File: config.mk
export PLATFORM = sky130hd
export DESIGN_NAME = cmp_minmax_seq
export DESIGN_NICKNAME = d
export VERILOG_FILES = /design/src/rtl/cmp_seq_pkg.sv /design/src/rtl/cmp_core.sv /design/src/rtl/cmp_minmax_seq.sv
export SDC_FILE = /design/constraint.sdc
export NUM_CORES = 1
export LEC_CHECK = 0
export CAP_MARGIN = 20
export CORE_ASPECT_RATIO = 0.7
export CORE_MARGIN = 2
export CORE_UTILIZATION = 45
export CTS_CLUSTER_DIAMETER = 60
export DETAILED_ROUTE_END_ITERATION = 16
export PLACE_DENSITY = 0.7
export SLEW_MARGIN = 20
export SYNTH_ARGS = -nofsm -noshare
export SYNTH_HDL_FRONTEND = slang
export SYNTH_SLANG_ARGS = --single-unit
File: constraint.sdc
create_clock -name clk -period 2.4 [get_ports clk]
set_clock_uncertainty 0.05 [all_clocks]
set_input_delay 0.48 -clock clk [delete_from_list [all_inputs] [get_ports clk]]
set_output_delay 0.48 -clock clk [all_outputs]
set_load 0.05 [all_outputs]
File: src/rtl/cmp_seq_pkg.sv
`default_nettype none
// ============================================================================
//  Module      : cmp_seq_pkg
//  Description : Shared types and default widths for the min/max sequencer.
//  Revision    : 1.0  initial release
// ============================================================================
package cmp_seq_pkg;

    localparam int c_DATA_W_DEFAULT = 4;
    localparam int c_CNT_W_DEFAULT  = 4;

    // Burst sequencer states
    typedef enum logic [1:0] {
        IDLE = 2'd0,
        RUN  = 2'd1,
        DONE = 2'd2
    } state_e;

endpackage
`default_nettype wire

File: src/rtl/cmp_core.sv
`default_nettype none
// ============================================================================
//  Module      : cmp_core
//  Description : Magnitude comparator, a versus b. Compares as two's-complement
//                when CMP_SIGNED_EN is defined, unsigned otherwise.
//  Revision    : 1.0  initial release
// ============================================================================
module cmp_core #(
    parameter int DATA_W = 4
) (
    input  logic [DATA_W-1:0] i_a,
    input  logic [DATA_W-1:0] i_b,
    output logic              o_gt,
    output logic              o_lt,
    output logic              o_eq
);

`ifdef CMP_SIGNED_EN
    assign o_gt = $signed(i_a) > $signed(i_b);
    assign o_lt = $signed(i_a) < $signed(i_b);
`else
    assign o_gt = i_a > i_b;
    assign o_lt = i_a < i_b;
`endif
    assign o_eq = (i_a == i_b);

endmodule
`default_nettype wire

File: src/rtl/cmp_minmax_seq.sv
`default_nettype none
// ============================================================================
//  Module      : cmp_minmax_seq
//  Description : Accepts a burst of len samples on a valid/ready stream and
//                reports the maximum and minimum sample with their first
//                (0-based) index. Compare signedness set by CMP_SIGNED_EN.
//  Revision    : 1.0  initial release
// ============================================================================
module cmp_minmax_seq
    import cmp_seq_pkg::*;
#(
    parameter int DATA_W = c_DATA_W_DEFAULT,
    parameter int CNT_W  = c_CNT_W_DEFAULT
) (
    input  logic              clk,
    input  logic              reset_n,
    input  logic              start,
    input  logic [CNT_W-1:0]  len,
    input  logic              in_valid,
    output logic              in_ready,
    input  logic [DATA_W-1:0] in_data,
    output logic              busy,
    output logic              done,
    output logic [DATA_W-1:0] max_out,
    output logic [DATA_W-1:0] min_out,
    output logic [CNT_W-1:0]  max_idx,
    output logic [CNT_W-1:0]  min_idx
);

    state_e             r_state;
    logic [CNT_W-1:0]   r_len;
    logic [CNT_W-1:0]   r_cnt;
    logic [DATA_W-1:0]  r_max;
    logic [DATA_W-1:0]  r_min;
    logic [CNT_W-1:0]   r_max_idx;
    logic [CNT_W-1:0]   r_min_idx;
    logic               r_busy;
    logic               r_done;

    logic               w_xfer;
    logic               w_last;
    logic               w_max_gt;
    logic               w_max_lt;
    logic               w_max_eq;
    logic               w_min_gt;
    logic               w_min_lt;
    logic               w_min_eq;
    logic               w_unused_cmp;

    // Incoming sample against the running maximum
    cmp_core #(.DATA_W(DATA_W)) u_cmp_max (
        .i_a  (in_data),
        .i_b  (r_max),
        .o_gt (w_max_gt),
        .o_lt (w_max_lt),
        .o_eq (w_max_eq)
    );

    // Incoming sample against the running minimum
    cmp_core #(.DATA_W(DATA_W)) u_cmp_min (
        .i_a  (in_data),
        .i_b  (r_min),
        .o_gt (w_min_gt),
        .o_lt (w_min_lt),
        .o_eq (w_min_eq)
    );

    // Strict compares keep the earliest index on ties, so equality is not needed
    assign w_unused_cmp = ^{w_max_lt, w_max_eq, w_min_gt, w_min_eq};

    assign in_ready = (r_state == RUN);
    assign w_xfer   = in_valid & in_ready;
    assign w_last   = (r_cnt == (r_len - CNT_W'(1)));

    // Burst sequencer and running extreme tracking
    always_ff @(posedge clk) begin
        if (!reset_n) begin
            r_state   <= IDLE;
            r_len     <= '0;
            r_cnt     <= '0;
            r_max     <= '0;
            r_min     <= '0;
            r_max_idx <= '0;
            r_min_idx <= '0;
            r_busy    <= 1'b0;
            r_done    <= 1'b0;
        end else begin
            case (r_state)
                IDLE: begin
                    r_done <= 1'b0;
                    if (start && (len != '0)) begin
                        r_len   <= len;
                        r_cnt   <= '0;
                        r_busy  <= 1'b1;
                        r_state <= RUN;
                    end
                end
                RUN: begin
                    if (w_xfer) begin
                        if (r_cnt == '0) begin
                            // First sample seeds both extremes; old results are dropped here
                            r_max     <= in_data;
                            r_min     <= in_data;
                            r_max_idx <= '0;
                            r_min_idx <= '0;
                        end else begin
                            if (w_max_gt) begin
                                r_max     <= in_data;
                                r_max_idx <= r_cnt;
                            end
                            if (w_min_lt) begin
                                r_min     <= in_data;
                                r_min_idx <= r_cnt;
                            end
                        end
                        if (w_last) begin
                            r_busy  <= 1'b0;
                            r_done  <= 1'b1;
                            r_state <= DONE;
                        end else begin
                            r_cnt <= r_cnt + CNT_W'(1);
                        end
                    end
                end
                DONE: begin
                    r_done  <= 1'b0;
                    r_state <= IDLE;
                end
                default: begin
                    r_busy  <= 1'b0;
                    r_done  <= 1'b0;
                    r_state <= IDLE;
                end
            endcase
        end
    end

    assign busy    = r_busy;
    assign done    = r_done;
    assign max_out = r_max;
    assign min_out = r_min;
    assign max_idx = r_max_idx;
    assign min_idx = r_min_idx;

endmodule
`default_nettype wire

==> qor.yml, run 1 <==
outcome:
  status: "complete, no violations"
yosys:
  synth_top_area_cell: "dfxtp_1"
  async_flop_share: 0
  yosysWarningCount: 0
  synth-seq-area-share: 0.376
  avgSynthCellArea_sq_um: 9.44
  synth_top_area_share: 0.376
  synthesis.area_sq_um: 1490
  ys.flop_type: "dfxtp_1"
  synthTopCellsByCount: "dfxtp_1, nand2_1, mux2i_1, inv_1, ha_1"
  ys_top_cells_by_area: "dfxtp_1, mux2i_1, ha_1"
  ys_ff_latch: 28
  synth-edff-count: 0
  syn_inst: 158
  synth_nets: 180
  netlist-cell-type-count: 38
global_route:
  grt_pass1_wl_microns: 5060
  grt_pass1_vias: 1093
  grt_overflow_total: 0
  gr-usage-met2: 0.280
  grt.busiest_layer: "met2"
  antenna_found_initial: 0
  grt_max_degree: 38
  use_met3: 0.0465
  grt_usage: 0.177
  grtUsageMet1: 0.240
cts:
  clkSinkCount: 28
  cts_tree: "built"
  cts_resized: 0
  clk_transition_reported_paths_ns: 0.09
  cts.htree.levels: 1
  clock_latency_ns: 0.27
  holdBufCountCts: 0
  root_buffer: "clkbuf_8"
  post-cts-setup-buffers: 0
  cts_buffers: 3
  clockBufferDepth: 2
sta:
  final.setup.tns_ns: 0
  slew_violations: 0
  finalHoldViolations: 0
  setup_viol: 0
  max_freq_mhz: 453
  rsz0062_at_grt: "false"
  relSlewSlack: 0.598
  post-route-period-util: 0.920
  worst-slew-pin-transition_ns: 0.603
  min_period_ns: 2.21
critical_path:
  crit_chain: "clkdlybuf4s50_1, ha_1, nor2b_1, o21a_1, o21ai_1, a211oi_4, mux2i_1"
  critPathKind: "in -> reg"
  cp_num_buf_inv: 1
  critPathTopFamily: "compound AO/OA/AOI/OAI gates"
  cp-start-kind: "input pin"
  cp.required_ns: 2.55
  cp-end-kind: "flop"
  cp_slowest_stage_delay_ns: 0.54
  arrival_ns: 2.35
  crit_fanout: 8
  slowest_stage: "a211oi_4"
route:
  wl_per_cell_microns: 13.1
  firstDrtPassIters: 4
  viasPerCell: 5.07
  post-route-drc-count: 0
  via_count: 1152
  drtIter0Drc: 63
  antenna_left: 0
  wl_microns: 2970
place:
  portBuffers: 30
  place_hpwl_microns: 2320
  gp_congestion: 0.807
  dpl.cell_count: 223
  post_dp_cell_area_sq_um: 1850
finish:
  multiInputGateArea_sq_um: 856
  antenna_cells: 0
  final_cells: 227
  final_area_sq_um: 1900
  ff_latch_area_sq_um: 561
  n_fill_cell: 274
  nets: 212
  syn_to_final_growth_pct: 27.4
  drive_above_1_share: 0.101
power:
  p_leak_uw: 0.000774
  power_density_nw_per_um2: 526
  vdd_ir_drop_max_mv: 0.359
floorplan:
  ioPinCount: 31
  dieArea_sq_um: 3800
  die_h_microns: 52.2
  fp-row-count: 17
  start_util: 0.474
  core_sq_um: 3150
  die_width_microns: 72.8
job:
  cap_violations: 0
min_path:
  hp-class: "reg -> reg"
## worst paths after layout
| check | from | cells past startpoint | slack (ns) | endpoint |
|---|---|---|---|---|
| max | in_data[1] | 7 | 0.19 | max_idx[2] |
| min reg2reg | busy | 2 | 0.41 | busy |
| max reg2reg | max_out[1] | 7 | 0.44 | max_idx[2] |
| min | busy | 2 | 0.41 | busy |
## state kept, by name, indices dropped and copies added (netlist names)
register and flops:
max_out 4, busy 1, r_len 4, r_cnt 4, r_state 2, min_idx 4, done 1, min_out 4
max_idx 4
## final cells by class
type	instances	share of cell area
multi-input cells	111	0.450
flip-flops and latches	28	0.295
repair buffers	33	0.175
clock buffers	4	0.0290
inverters	13	0.0257
well taps	38	0.0250
## placed cells by master, fill, tap and decap left out, types with 2 or more instances in the layout
cell | netlist | layout
and3_1 | 3 | 3
nand2b_1 | 2 | 2
nor2b_1 | 6 | 6
o22ai_1 | 2 | 2
clkdlybuf4s50_1 | 0 | 29
buf_4 | 1 | 3
xnor2_1 | 2 | 2
a21oi_1 | 4 | 4
nand3_1 | 4 | 4
mux2i_1 | 20 | 20
nor2_1 | 4 | 4
dfxtp_1 | 28 | 28
clkbuf_8 | 0 | 4
o21ai_1 | 3 | 3
nand2_1 | 28 | 28
ha_1 | 10 | 10
nand4_1 | 2 | 2
inv_1 | 13 | 13
## layer usage
layer,share of wire,wire length [microns]
met5,0,0
met4,0.0057,17
met3,0.045,135
met2,0.45,1330
met1,0.50,1490
## power breakdown
group	leakage [uW]	internal (uW)	switching, uW
combinational	0.000518	97.6	124
clock	0.0000288	147	138
sequential	0.000227	480	14.7
total	0.000774	724	276
## cell families (layout without fill, tap and decap cells)
| group | Yosys count | count (layout) | synth area share |
|---|---|---|---|
| DFF | 28 | 28 | 0.376 |
| AOI/OAI and AO/OA | 20 | 20 | 0.122 |
| adders and majority gates | 10 | 10 | 0.0839 |
| and+or+nand+nor | 56 | 56 | 0.189 |
| buffers and inverters | 19 | 50 | 0.0503 |
| muxes | 20 | 20 | 0.134 |
| xor gates and xnor gates | 5 | 5 | 0.0453 |
## stage by stage
stage	total power (uW)	utilization	setup slack [ns]	hold WS, ns
finish	1000	0.604	0.191	0.406
global placement	720	0.586	-0.00501	0.393
detailed placement	726	0.586	-0.0940	0.397
CTS	1010	0.604	0.190	0.411
global route	1050	0.604	0.0540	0.445
floorplan	658	-	0.304	0.453
## worst register-to-register path: cells and delay by family (launching register included)
kind / cells / cell delay [ns]
buffers and inverters: 1 / 0.05
AOI/OAI and AO/OA: 3 / 0.75
DFF: 1 / 0.36
and+or+nand+nor: 1 / 0.13
adders and majority gates: 1 / 0.28
muxes: 1 / 0.27
Note: power is estimated with default switching activity, not from simulation.
==> run 2: changes to the inputs <==
--- a/config.mk
+++ b/config.mk
@@ -7,9 +7,8 @@
 export LEC_CHECK = 0
 export CAP_MARGIN = 20
 export CORE_ASPECT_RATIO = 0.7
-export CORE_MARGIN = 2
+export CORE_MARGIN = 10
 export CORE_UTILIZATION = 45
-export CTS_CLUSTER_DIAMETER = 60
 export DETAILED_ROUTE_END_ITERATION = 16
 export PLACE_DENSITY = 0.7
 export SLEW_MARGIN = 20
==> run 2 against run 1 <==
  * First-iteration DRC count is 33% lower
  * Sequential power barely moved
  * Wire length grew 13%
  * Largest cell class unchanged
  * Combinational power about the same
  * Die area up 59%
  * Flip-flop and latch count unchanged
  * Clock-buffer cell count down 1
  * Via count increased by 1.9%
==> qor.yml, run 2 (synthesis results as in run 1) <==
power:
  vdd_ir_drop_max_mv: 0.353
  power_density_nw_per_um2: 569
  p_leak_uw: 0.000782
floorplan:
  die_width_microns: 88.8
  fp-row-count: 17
  start_util: 0.471
  dieArea_sq_um: 6050
  ioPinCount: 31
  die_h_microns: 68.2
  core_sq_um: 3170
route:
  wl_microns: 3350
  firstDrtPassIters: 4
  post-route-drc-count: 0
  viasPerCell: 5.17
  via_count: 1174
  wl_per_cell_microns: 14.7
  drtIter0Drc: 42
  antenna_left: 0
critical_path:
  arrival_ns: 2.27
  ff2ff_setup_slack_ns: 0.51
  rr_startpoint: "r_len[0]"
  cp.required_ns: 2.55
  cp-end-kind: "flop"
  r2r_end: "r_cnt[3]"
  critPathKind: "in -> reg"
  cp-start-kind: "input pin"
  crit_fanout: 7
  cp-startpoint: "in_data[1]"
  reg2reg_depth: 7
  endpoint: "max_out[1]"
sta:
  final.setup.tns_ns: 0
  max_freq_mhz: 473
  finalHoldViolations: 0
  relSlewSlack: 0.611
  setup_viol: 0
  setup_ws_ns: 0.285
  post-route-period-util: 0.881
  hold_ws_ns: 0.414
  rsz0062_at_grt: "false"
  min_period_ns: 2.12
  slew_violations: 0
  worst-slew-pin-transition_ns: 0.584
global_route:
  grt_pass1_vias: 1162
  grt_overflow_total: 0
  grt_max_degree: 38
  grt_usage: 0.118
  grtUsageMet1: 0.150
  grt.busiest_layer: "met2"
  antenna_found_initial: 0
  gr-usage-met2: 0.182
  use_met3: 0.0427
  grt_pass1_wl_microns: 5550
place:
  post_dp_cell_area_sq_um: 1850
  gp_congestion: 0.782
  place_hpwl_microns: 2630
  dp_slack_ns: -0.00310
  portBuffers: 30
cts:
  cts_buffers: 3
  holdBufCountCts: 0
  cts_resized: 0
  clk_transition_reported_paths_ns: 0.09
  clockBufferDepth: 2
  clkSinkCount: 28
  clock_latency_ns: 0.28
  cts_tree: "built"
  cts.htree.levels: 1
  post-cts-setup-buffers: 0
  root_buffer: "clkbuf_8"
finish:
  layout_commonest_cell: "clkdlybuf4s50_1"
  n_fill_cell: 279
  ff_latch_area_sq_um: 561
  drive_above_1_share: 0.101
  final_area_sq_um: 1920
  layout_common_cells: "clkdlybuf4s50_1, nand2_1, dfxtp_1"
  syn_to_final_growth_pct: 28.5
  antenna_cells: 0
  nets: 212
  multiInputGateArea_sq_um: 856
job:
  cap_violations: 0
min_path:
  hp-class: "reg -> reg"
outcome:
  status: "complete, no violations"
==> run 2: layout make-up <==
type | instances | share of cell area
clock buffer | 3 | 0.0215
multi-input combinational | 111 | 0.446
timing repair buffer | 33 | 0.174
inverter | 13 | 0.0255
tap | 38 | 0.0248
sequential | 28 | 0.292
clock inverter | 1 | 0.0157
==> run 2: metal layers <==
metal  part of all wire  wire length (microns)  vias to the layer above
li1                   -                      -                      600
met5                  0                      0                        -
met3              0.067                    223                        5
met2               0.44                   1470                       34
met4              0.010                     35                        0
met1               0.48                   1620                      535
==> run 2: power breakdown <==
part	total [uW]	switching (uW)	internal, uW
clock	372	148	224
sequential	494	14.1	480
combinational	224	127	97.8
==> run 2: worst max-delay path: stages <==
cell	delay [ns]
clkdlybuf4s50_1	0.45
ha_1	0.31
nor2b_1	0.12
o21a_1	0.11
o21ai_1	0.08
a211oi_4	0.25
buf_4	0.23
mux2i_1	0.22
==> run 2: worst min-delay path by stage <==
stage / depth (start not counted) / slack (ns) / start / to
final: 2 / 0.41 / busy / busy
after global routing: 2 / 0.43 / busy / busy
after CTS: 2 / 0.42 / max_idx[2] / max_idx[2]
after detailed placement: 2 / 0.40 / max_idx[0] / max_idx[0]
after global placement: 2 / 0.40 / busy / busy
after floorplan: 2 / 0.45 / r_len[3] / r_len[3]
==> run 2: stage by stage <==
| step | util | std cells | power, uW |
|---|---|---|---|
| floorplan | - | 158 | 658 |
| global placement | 0.582 | 223 | 721 |
| detailed placement | 0.582 | 223 | 729 |
| CTS | 0.605 | 227 | 1100 |
| global route | 0.605 | 227 | 1140 |
| finish | 0.605 | 227 | 1090 |
